**src/rtl/pwl_act_pkg.sv**
```systemverilog
// Shared types and fixed-point constants for the piecewise-linear activation unit.
// The constants are functions of the fractional bit count so every module that
// imports this package agrees on the Q format.
package pwl_act_pkg;

    // Widest lane word the stage struct can carry; lanes narrower than this
    // are zero-extended into the value field.
    localparam int unsigned PWL_MAX_W = 64;

    typedef enum logic [1:0] {
        PWL_SIGMOID = 2'b00,
        PWL_TANH    = 2'b01,
        PWL_RELU    = 2'b10,
        PWL_BYPASS  = 2'b11
    } pwl_mode_e;

    // Per-lane pipeline payload: a non-negative magnitude plus the sign it came from.
    typedef struct packed {
        logic [PWL_MAX_W-1:0] value;
        logic                 sign;
    } pwl_lane_t;

    function automatic logic [PWL_MAX_W-1:0] pwl_one(input int unsigned frac);
        return PWL_MAX_W'(1) << frac;
    endfunction

    function automatic logic [PWL_MAX_W-1:0] pwl_half(input int unsigned frac);
        return PWL_MAX_W'(1) << (frac - 1);
    endfunction

    // 0.625 = 5/8
    function automatic logic [PWL_MAX_W-1:0] pwl_c0625(input int unsigned frac);
        return PWL_MAX_W'(5) << (frac - 3);
    endfunction

    // 0.84375 = 27/32
    function automatic logic [PWL_MAX_W-1:0] pwl_c084375(input int unsigned frac);
        return PWL_MAX_W'(27) << (frac - 5);
    endfunction

    function automatic logic [PWL_MAX_W-1:0] pwl_c1(input int unsigned frac);
        return PWL_MAX_W'(1) << frac;
    endfunction

    // 2.375 = 19/8
    function automatic logic [PWL_MAX_W-1:0] pwl_c2375(input int unsigned frac);
        return PWL_MAX_W'(19) << (frac - 3);
    endfunction

    function automatic logic [PWL_MAX_W-1:0] pwl_c5(input int unsigned frac);
        return PWL_MAX_W'(5) << frac;
    endfunction

endpackage

```
**src/rtl/pwl_sigmoid_seg.sv**
```systemverilog
// Positive-half sigmoid approximation for one lane: picks the segment from the
// magnitude and forms offset + scaled magnitude. Purely combinational.
module pwl_sigmoid_seg
    import pwl_act_pkg::*;
#(
    parameter int pDATA_WIDTH = 32,
    parameter int pFRAC_NUM   = 16
) (
    input  logic [pDATA_WIDTH-1:0] a_i,
    output logic [pDATA_WIDTH-1:0] p_o
);

    localparam logic [pDATA_WIDTH-1:0] cOne     = pDATA_WIDTH'(pwl_one(pFRAC_NUM));
    localparam logic [pDATA_WIDTH-1:0] cHalf    = pDATA_WIDTH'(pwl_half(pFRAC_NUM));
    localparam logic [pDATA_WIDTH-1:0] c0625    = pDATA_WIDTH'(pwl_c0625(pFRAC_NUM));
    localparam logic [pDATA_WIDTH-1:0] c084375  = pDATA_WIDTH'(pwl_c084375(pFRAC_NUM));
    localparam logic [pDATA_WIDTH-1:0] c1       = pDATA_WIDTH'(pwl_c1(pFRAC_NUM));
    localparam logic [pDATA_WIDTH-1:0] c2375    = pDATA_WIDTH'(pwl_c2375(pFRAC_NUM));
    localparam logic [pDATA_WIDTH-1:0] c5       = pDATA_WIDTH'(pwl_c5(pFRAC_NUM));

    // Segment select on the unsigned magnitude, then offset plus logical shift.
    always_comb begin
        if (a_i >= c5) begin
            p_o = cOne;
        end else if (a_i >= c2375) begin
            p_o = c084375 + (a_i >> 5);
        end else if (a_i >= c1) begin
            p_o = c0625 + (a_i >> 3);
        end else begin
            p_o = cHalf + (a_i >> 2);
        end
    end

endmodule

```
**src/rtl/pwl_activation.sv**
```systemverilog
// Multi-lane piecewise-linear activation unit (sigmoid / tanh / ReLU / bypass)
// with a 3-stage valid/ready pipeline that stalls as a whole under backpressure.
// Build option: define PWL_ACT_TANH_EN to include the tanh doubler and post-scale;
// without it, mode 01 behaves as bypass.
module pwl_activation
    import pwl_act_pkg::*;
#(
    parameter int pDATA_WIDTH = 32,
    parameter int pFRAC_NUM   = 16,
    parameter int pLANES      = 4
) (
    input  logic                          clk,
    input  logic                          rst_n,
    input  logic                          in_valid,
    output logic                          in_ready,
    input  logic [1:0]                    in_mode,
    input  logic [pLANES*pDATA_WIDTH-1:0] data_in,
    output logic                          out_valid,
    input  logic                          out_ready,
    output logic [pLANES*pDATA_WIDTH-1:0] data_out
);

    localparam int W = pDATA_WIDTH;
    localparam logic [W-1:0] cOne   = W'(pwl_one(pFRAC_NUM));
    localparam logic [W-1:0] maxPos = {1'b0, {(W-1){1'b1}}};
    localparam logic [W-1:0] minNeg = {1'b1, {(W-1){1'b0}}};

    if (pFRAC_NUM < 5 || (pDATA_WIDTH - pFRAC_NUM) < 4 || pDATA_WIDTH > int'(PWL_MAX_W)) begin : g_bad_params
        $error("pwl_activation: need pFRAC_NUM >= 5, at least 4 integer bits, and width <= PWL_MAX_W");
    end

    pwl_mode_e                     inMode;
    logic                          advance;

    logic [W-1:0]                  laneIn    [pLANES];
    logic [W-1:0]                  s1Operand [pLANES];
    pwl_lane_t                     s1Lane_d  [pLANES];
    pwl_lane_t                     s1Lane_q  [pLANES];
    logic [W-1:0]                  s1Raw_q   [pLANES];
    pwl_mode_e                     s1Mode_q;
    logic                          s1Valid_q;

    logic [W-1:0]                  segP      [pLANES];
    pwl_lane_t                     s2Lane_d  [pLANES];
    pwl_lane_t                     s2Lane_q  [pLANES];
    logic [W-1:0]                  s2Raw_q   [pLANES];
    pwl_mode_e                     s2Mode_q;
    logic                          s2Valid_q;

    logic [W-1:0]                  sFold     [pLANES];
    logic [W-1:0]                  s3Res     [pLANES];
    logic [pLANES*W-1:0]           dataOut_d;
    logic [pLANES*W-1:0]           dataOut_q;
    logic                          s3Valid_q;

    // Magnitude with the most negative word pinned to the largest positive one.
    function automatic logic [W-1:0] satAbs(input logic [W-1:0] v);
        if (!v[W-1]) begin
            return v;
        end else if (v == minNeg) begin
            return maxPos;
        end else begin
            return -v;
        end
    endfunction

`ifdef PWL_ACT_TANH_EN
    // 2x with clamping to the signed range, used to turn sigmoid into tanh.
    function automatic logic [W-1:0] satDouble(input logic [W-1:0] v);
        if (v[W-1] != v[W-2]) begin
            return v[W-1] ? minNeg : maxPos;
        end else begin
            return {v[W-2:0], 1'b0};
        end
    endfunction
`endif

    assign inMode    = pwl_mode_e'(in_mode);
    assign advance   = !s3Valid_q || out_ready;
    assign in_ready  = advance && rst_n;
    assign out_valid = s3Valid_q;
    assign data_out  = dataOut_q;

    // Stage 1 front end: unpack lanes, optionally double for tanh, take magnitude and sign.
    always_comb begin
        for (int i = 0; i < pLANES; i++) begin
            laneIn[i]    = data_in[i*W +: W];
            s1Operand[i] = laneIn[i];
`ifdef PWL_ACT_TANH_EN
            if (inMode == PWL_TANH) begin
                s1Operand[i] = satDouble(laneIn[i]);
            end
`endif
            s1Lane_d[i].value = PWL_MAX_W'(satAbs(s1Operand[i]));
            s1Lane_d[i].sign  = s1Operand[i][W-1];
        end
    end

    for (genvar g = 0; g < pLANES; g++) begin : g_seg
        pwl_sigmoid_seg #(
            .pDATA_WIDTH (pDATA_WIDTH),
            .pFRAC_NUM   (pFRAC_NUM)
        ) u_seg (
            .a_i (s1Lane_q[g].value[W-1:0]),
            .p_o (segP[g])
        );
    end

    // Stage 2 payload: segment result with the sign carried alongside.
    always_comb begin
        for (int i = 0; i < pLANES; i++) begin
            s2Lane_d[i].value = PWL_MAX_W'(segP[i]);
            s2Lane_d[i].sign  = s1Lane_q[i].sign;
        end
    end

    // Stage 3 front end: fold the sign back, apply tanh post-scale, and pick by mode.
    always_comb begin
        dataOut_d = '0;
        for (int i = 0; i < pLANES; i++) begin
            sFold[i] = s2Lane_q[i].sign ? (cOne - s2Lane_q[i].value[W-1:0])
                                        : s2Lane_q[i].value[W-1:0];
            case (s2Mode_q)
                PWL_SIGMOID: s3Res[i] = sFold[i];
`ifdef PWL_ACT_TANH_EN
                PWL_TANH:    s3Res[i] = {sFold[i][W-2:0], 1'b0} - cOne;
`endif
                PWL_RELU:    s3Res[i] = s2Raw_q[i][W-1] ? '0 : s2Raw_q[i];
                default:     s3Res[i] = s2Raw_q[i];
            endcase
            dataOut_d[i*W +: W] = s3Res[i];
        end
    end

    // All three stages shift together on advance and hold otherwise.
    always_ff @(posedge clk or negedge rst_n) begin
        if (!rst_n) begin
            s1Valid_q <= 1'b0;
            s2Valid_q <= 1'b0;
            s3Valid_q <= 1'b0;
            s1Mode_q  <= PWL_SIGMOID;
            s2Mode_q  <= PWL_SIGMOID;
            dataOut_q <= '0;
            for (int i = 0; i < pLANES; i++) begin
                s1Lane_q[i] <= '0;
                s2Lane_q[i] <= '0;
                s1Raw_q[i]  <= '0;
                s2Raw_q[i]  <= '0;
            end
        end else if (advance) begin
            s1Valid_q <= in_valid;
            s2Valid_q <= s1Valid_q;
            s3Valid_q <= s2Valid_q;
            s1Mode_q  <= inMode;
            s2Mode_q  <= s1Mode_q;
            dataOut_q <= dataOut_d;
            for (int i = 0; i < pLANES; i++) begin
                s1Lane_q[i] <= s1Lane_d[i];
                s2Lane_q[i] <= s2Lane_d[i];
                s1Raw_q[i]  <= laneIn[i];
                s2Raw_q[i]  <= s1Raw_q[i];
            end
        end
    end

endmodule

```
**config.mk**
```make
export PLATFORM = sky130hd
export DESIGN_NAME = pwl_activation
export DESIGN_NICKNAME = d
export VERILOG_FILES = /design/src/rtl/pwl_act_pkg.sv /design/src/rtl/pwl_sigmoid_seg.sv /design/src/rtl/pwl_activation.sv
export SDC_FILE = /design/constraint.sdc
export NUM_CORES = 2
export LEC_CHECK = 0
export CELL_PAD_IN_SITES_DETAIL_PLACEMENT = 0
export CELL_PAD_IN_SITES_GLOBAL_PLACEMENT = 1
export CORE_ASPECT_RATIO = 0.6
export CORE_MARGIN = 5
export CORE_UTILIZATION = 46
export DETAILED_ROUTE_END_ITERATION = 10
export GPL_TIMING_DRIVEN = 0
export PLACE_DENSITY = 0.89
export SLEW_MARGIN = 20
export SYNTH_ARGS = -nofsm -noshare
export SYNTH_HDL_FRONTEND = slang
export SYNTH_SLANG_ARGS = --single-unit
```
**constraint.sdc**
```tcl
create_clock -name clk -period 6.2 [get_ports clk]
set_input_delay 1.24 -clock clk [delete_from_list [all_inputs] [get_ports clk]]
set_output_delay 1.24 -clock clk [all_outputs]
set_load 0.01 [all_outputs]
```
==> out/metrics.yaml <==
outcome: "finished, final reports clean"
area_delta_synth_final_pct: 18.9
min_path_type: "reg -> reg"
ys_top_cells_by_count: "nand2_1 (932), dfrtp_1 (643), nor2_1 (298), a21oi_1 (204), clkbuf_1 (202)"
max-slew-margin-rel: 0.167
max-cap-violations: 0
nets: 4097
rsz0062_at_grt: "no"
io_pins: 264
max_freq_ghz: 0.163
drt_iter0_markers: 3702
ir_drop_mv: 0.265
finalSetupViolations: 0
diodes: 0
ys_ff_latch: 643
dpl_cell_area_um2: 36200
fin_setup_tns_ns: 0
design.die.area_um2: 75500
drive_gt1_frac: 0.0508
finalHoldViolCount: 0
via_count: 29566
clk_latency_ns: 0.65
viasPerCell: 6.04
cts_hold_buf: 0
io_buffers: 262
synth_edf_count: 0
clk_pin_slew_ns: 0.07
async_flop_share: 1.00
remaining_drc_errors: 0
slew_viol_final: 0
routed_wl_mm: 118
yosysMostFrequentCell: "nand2_1"
cts_tree: "done"
finalPower_mw: 15.5
dp_hpwl_mm: 89.6
syn-instance-count: 3593
ys.flop_type: "dfrtp_1"
wire_per_inst_um: 24.2
fp.dieH_um: 215
rows: 75
antenna_found_initial: 5
drtPass1Iterations: 9
min_period_ns: 6.13
cp_data_arrival_time_ns: 4.89
design_area_um2: 38300
die_x_um: 351
grt_max_degree: 99
core_area_um2: 69600
clock_path_buffers: 3
utilization: 0.550
synthesis.nets: 3763
syn_area_um2: 32200
post_cts_buffers: 0
skew_ns: 0.0172
grt_pass1_wl_mm: 178
first_global_vias: 28204
p_leak_nw: 17.3
p_per_area_nw_per_um2: 406
cts_inserted_buffers: 60
cts_sinks: 643
crit_type: "in -> out"
layout_setup_ws_ns: 0.0700
gp_congestion: 0.984
cts_resized: 1
seq_area_frac_synth: 0.500
ys_top_cells_by_area: "dfrtp_1 (50%), nand2_1 (11%), xor2_1 (4.0%), nor2_1 (3.5%), a21oi_1 (3.2%)"
tightest_slew_ns: 1.24
pre_cts_slack_ns: -0.191
cts_htree_levels: 2
final.period_utilization: 0.989
synth.avg_cell_area_um2: 8.96
synth_cell_types: 84
cp_data_required_time_ns: 4.96
cp-start-kind: "input pin"
grt_use_total: 0.309
cts-root-buf: "clkbuf_16"
initial_utilization: 0.462
overflow: 0
ys_warn_count: 0
end_kind: "output port"
cp_max_fo: 10
ant_nets: 0
synth_top_area_share: 0.500
yosys.area.top_type: "dfrtp_1"
## placed cells by master (no fill, tap or decap), types with 10 or more instances in the layout
cell / n
nor3_1: 36
ha_1: 36
buf_2: 12
o22ai_1: 37
dfrtp_1: 643
clkinv_2: 12
mux2_2: 26
clkdlybuf4s50_1: 261
clkbuf_1: 205
nor4_1: 40
a22o_1: 20
nor2_1: 298
nand3_1: 32
o41ai_1: 25
o211ai_1: 11
o31ai_1: 68
xor2_1: 146
or3_1: 26
o21ai_0: 182
a222oi_1: 12
a21oi_1: 204
a221oi_1: 71
a31oi_1: 23
a221o_1: 13
nand2_1: 932
inv_1: 47
and3_1: 51
mux2i_1: 36
xnor2_1: 45
a21o_1: 14
a211oi_1: 17
clkbuf_8: 15
and2_1: 58
nand4_1: 15
a22oi_1: 24
or4_1: 36
nand2b_1: 10
nor2b_1: 11
clkbuf_16: 61
## sequential cells by signal (all words and copies together), names as in the netlist
signal and count:
s2Raw_q 124, s1Mode_q 2, s1Valid_q 1, out_valid 1
s2Mode_q 2, s2Valid_q 1, s1Raw_q 124, s1Lane_q 132
s2Lane_q 128, data_out 128
## area by class of cell
class,count,area [um2]
Timing Repair Buffer,272,2860
Fill cell,6318,31400
Tap cell,924,1160
Inverter,49,184
Buffer,225,885
Clock buffer,87,1770
Sequential cell,643,16100
Clock inverter,22,274
Multi-Input combinational cell,2676,15000
## metrics by stage
step	instances	hold slack (ns)
2_1_floorplan	3593	0.430
3_3_place_gp	4779	0.443
3_5_place_dp	4789	0.448
4_1_cts	4898	0.463
5_1_grt	4898	0.482
6_report	4898	0.462
## layer usage
metal | global-route usage | up-vias | share of wire
met4 | 0.0706 | 6 | 0.025
met1 | 0.466 | 14643 | 0.44
met5 | 0.00128 | - | 0.00052
met2 | 0.417 | 1554 | 0.40
li1 | - | 13183 | -
met3 | 0.120 | 180 | 0.13
## final timing paths
path                                          from  slack [ns]  cells past startpoint                        to
hold reg to reg            s2Raw_q[21]$_DFFE_PN0N_        0.46                      2   s2Raw_q[21]$_DFFE_PN0N_
min in group asynchronous                    rst_n        0.52                      1   s1Raw_q[77]$_DFFE_PN0N_
setup / recovery                         out_ready        0.07                      7                  in_ready
max in group asynchronous                    rst_n        4.05                      4     s1Valid_q$_DFFE_PN0N_
hold / removal             s2Raw_q[21]$_DFFE_PN0N_        0.46                      2   s2Raw_q[21]$_DFFE_PN0N_
setup reg to reg           s2Mode_q[0]$_DFFE_PN0N_        2.53                      7  data_out[87]$_DFFE_PN0N_
## logic make-up after synthesis
| kind of cell | synth area share |
|---|---|
| AO/OA/AOI/OAI | 0.161 |
| adder cells (fa/ha/maj) | 0.0140 |
| XOR/XNOR | 0.0520 |
| flip-flops | 0.500 |
| multiplexers | 0.0203 |
| buffers and inverters | 0.0329 |
| AND/OR/NAND/NOR | 0.220 |
## critical path, cell delays in order
cell and delay, ns:
clkdlybuf4s50_1 0.53, nand2b_1 0.33, clkbuf_1 0.81, clkbuf_2 0.63, clkbuf_2 0.58, and2_1 0.21, clkdlybuf4s50_1 0.54
## report_power, final
| group | leakage, nW | internal [mW] | total [mW] | switching, mW |
|---|---|---|---|---|
| combinational | 8.33 | 1.88 | 5.13 | 3.25 |
| sequential | 7.99 | 5.32 | 6.44 | 1.12 |
| clock | 1.02 | 2.23 | 3.95 | 1.72 |
(Power assumes the default switching activity.)
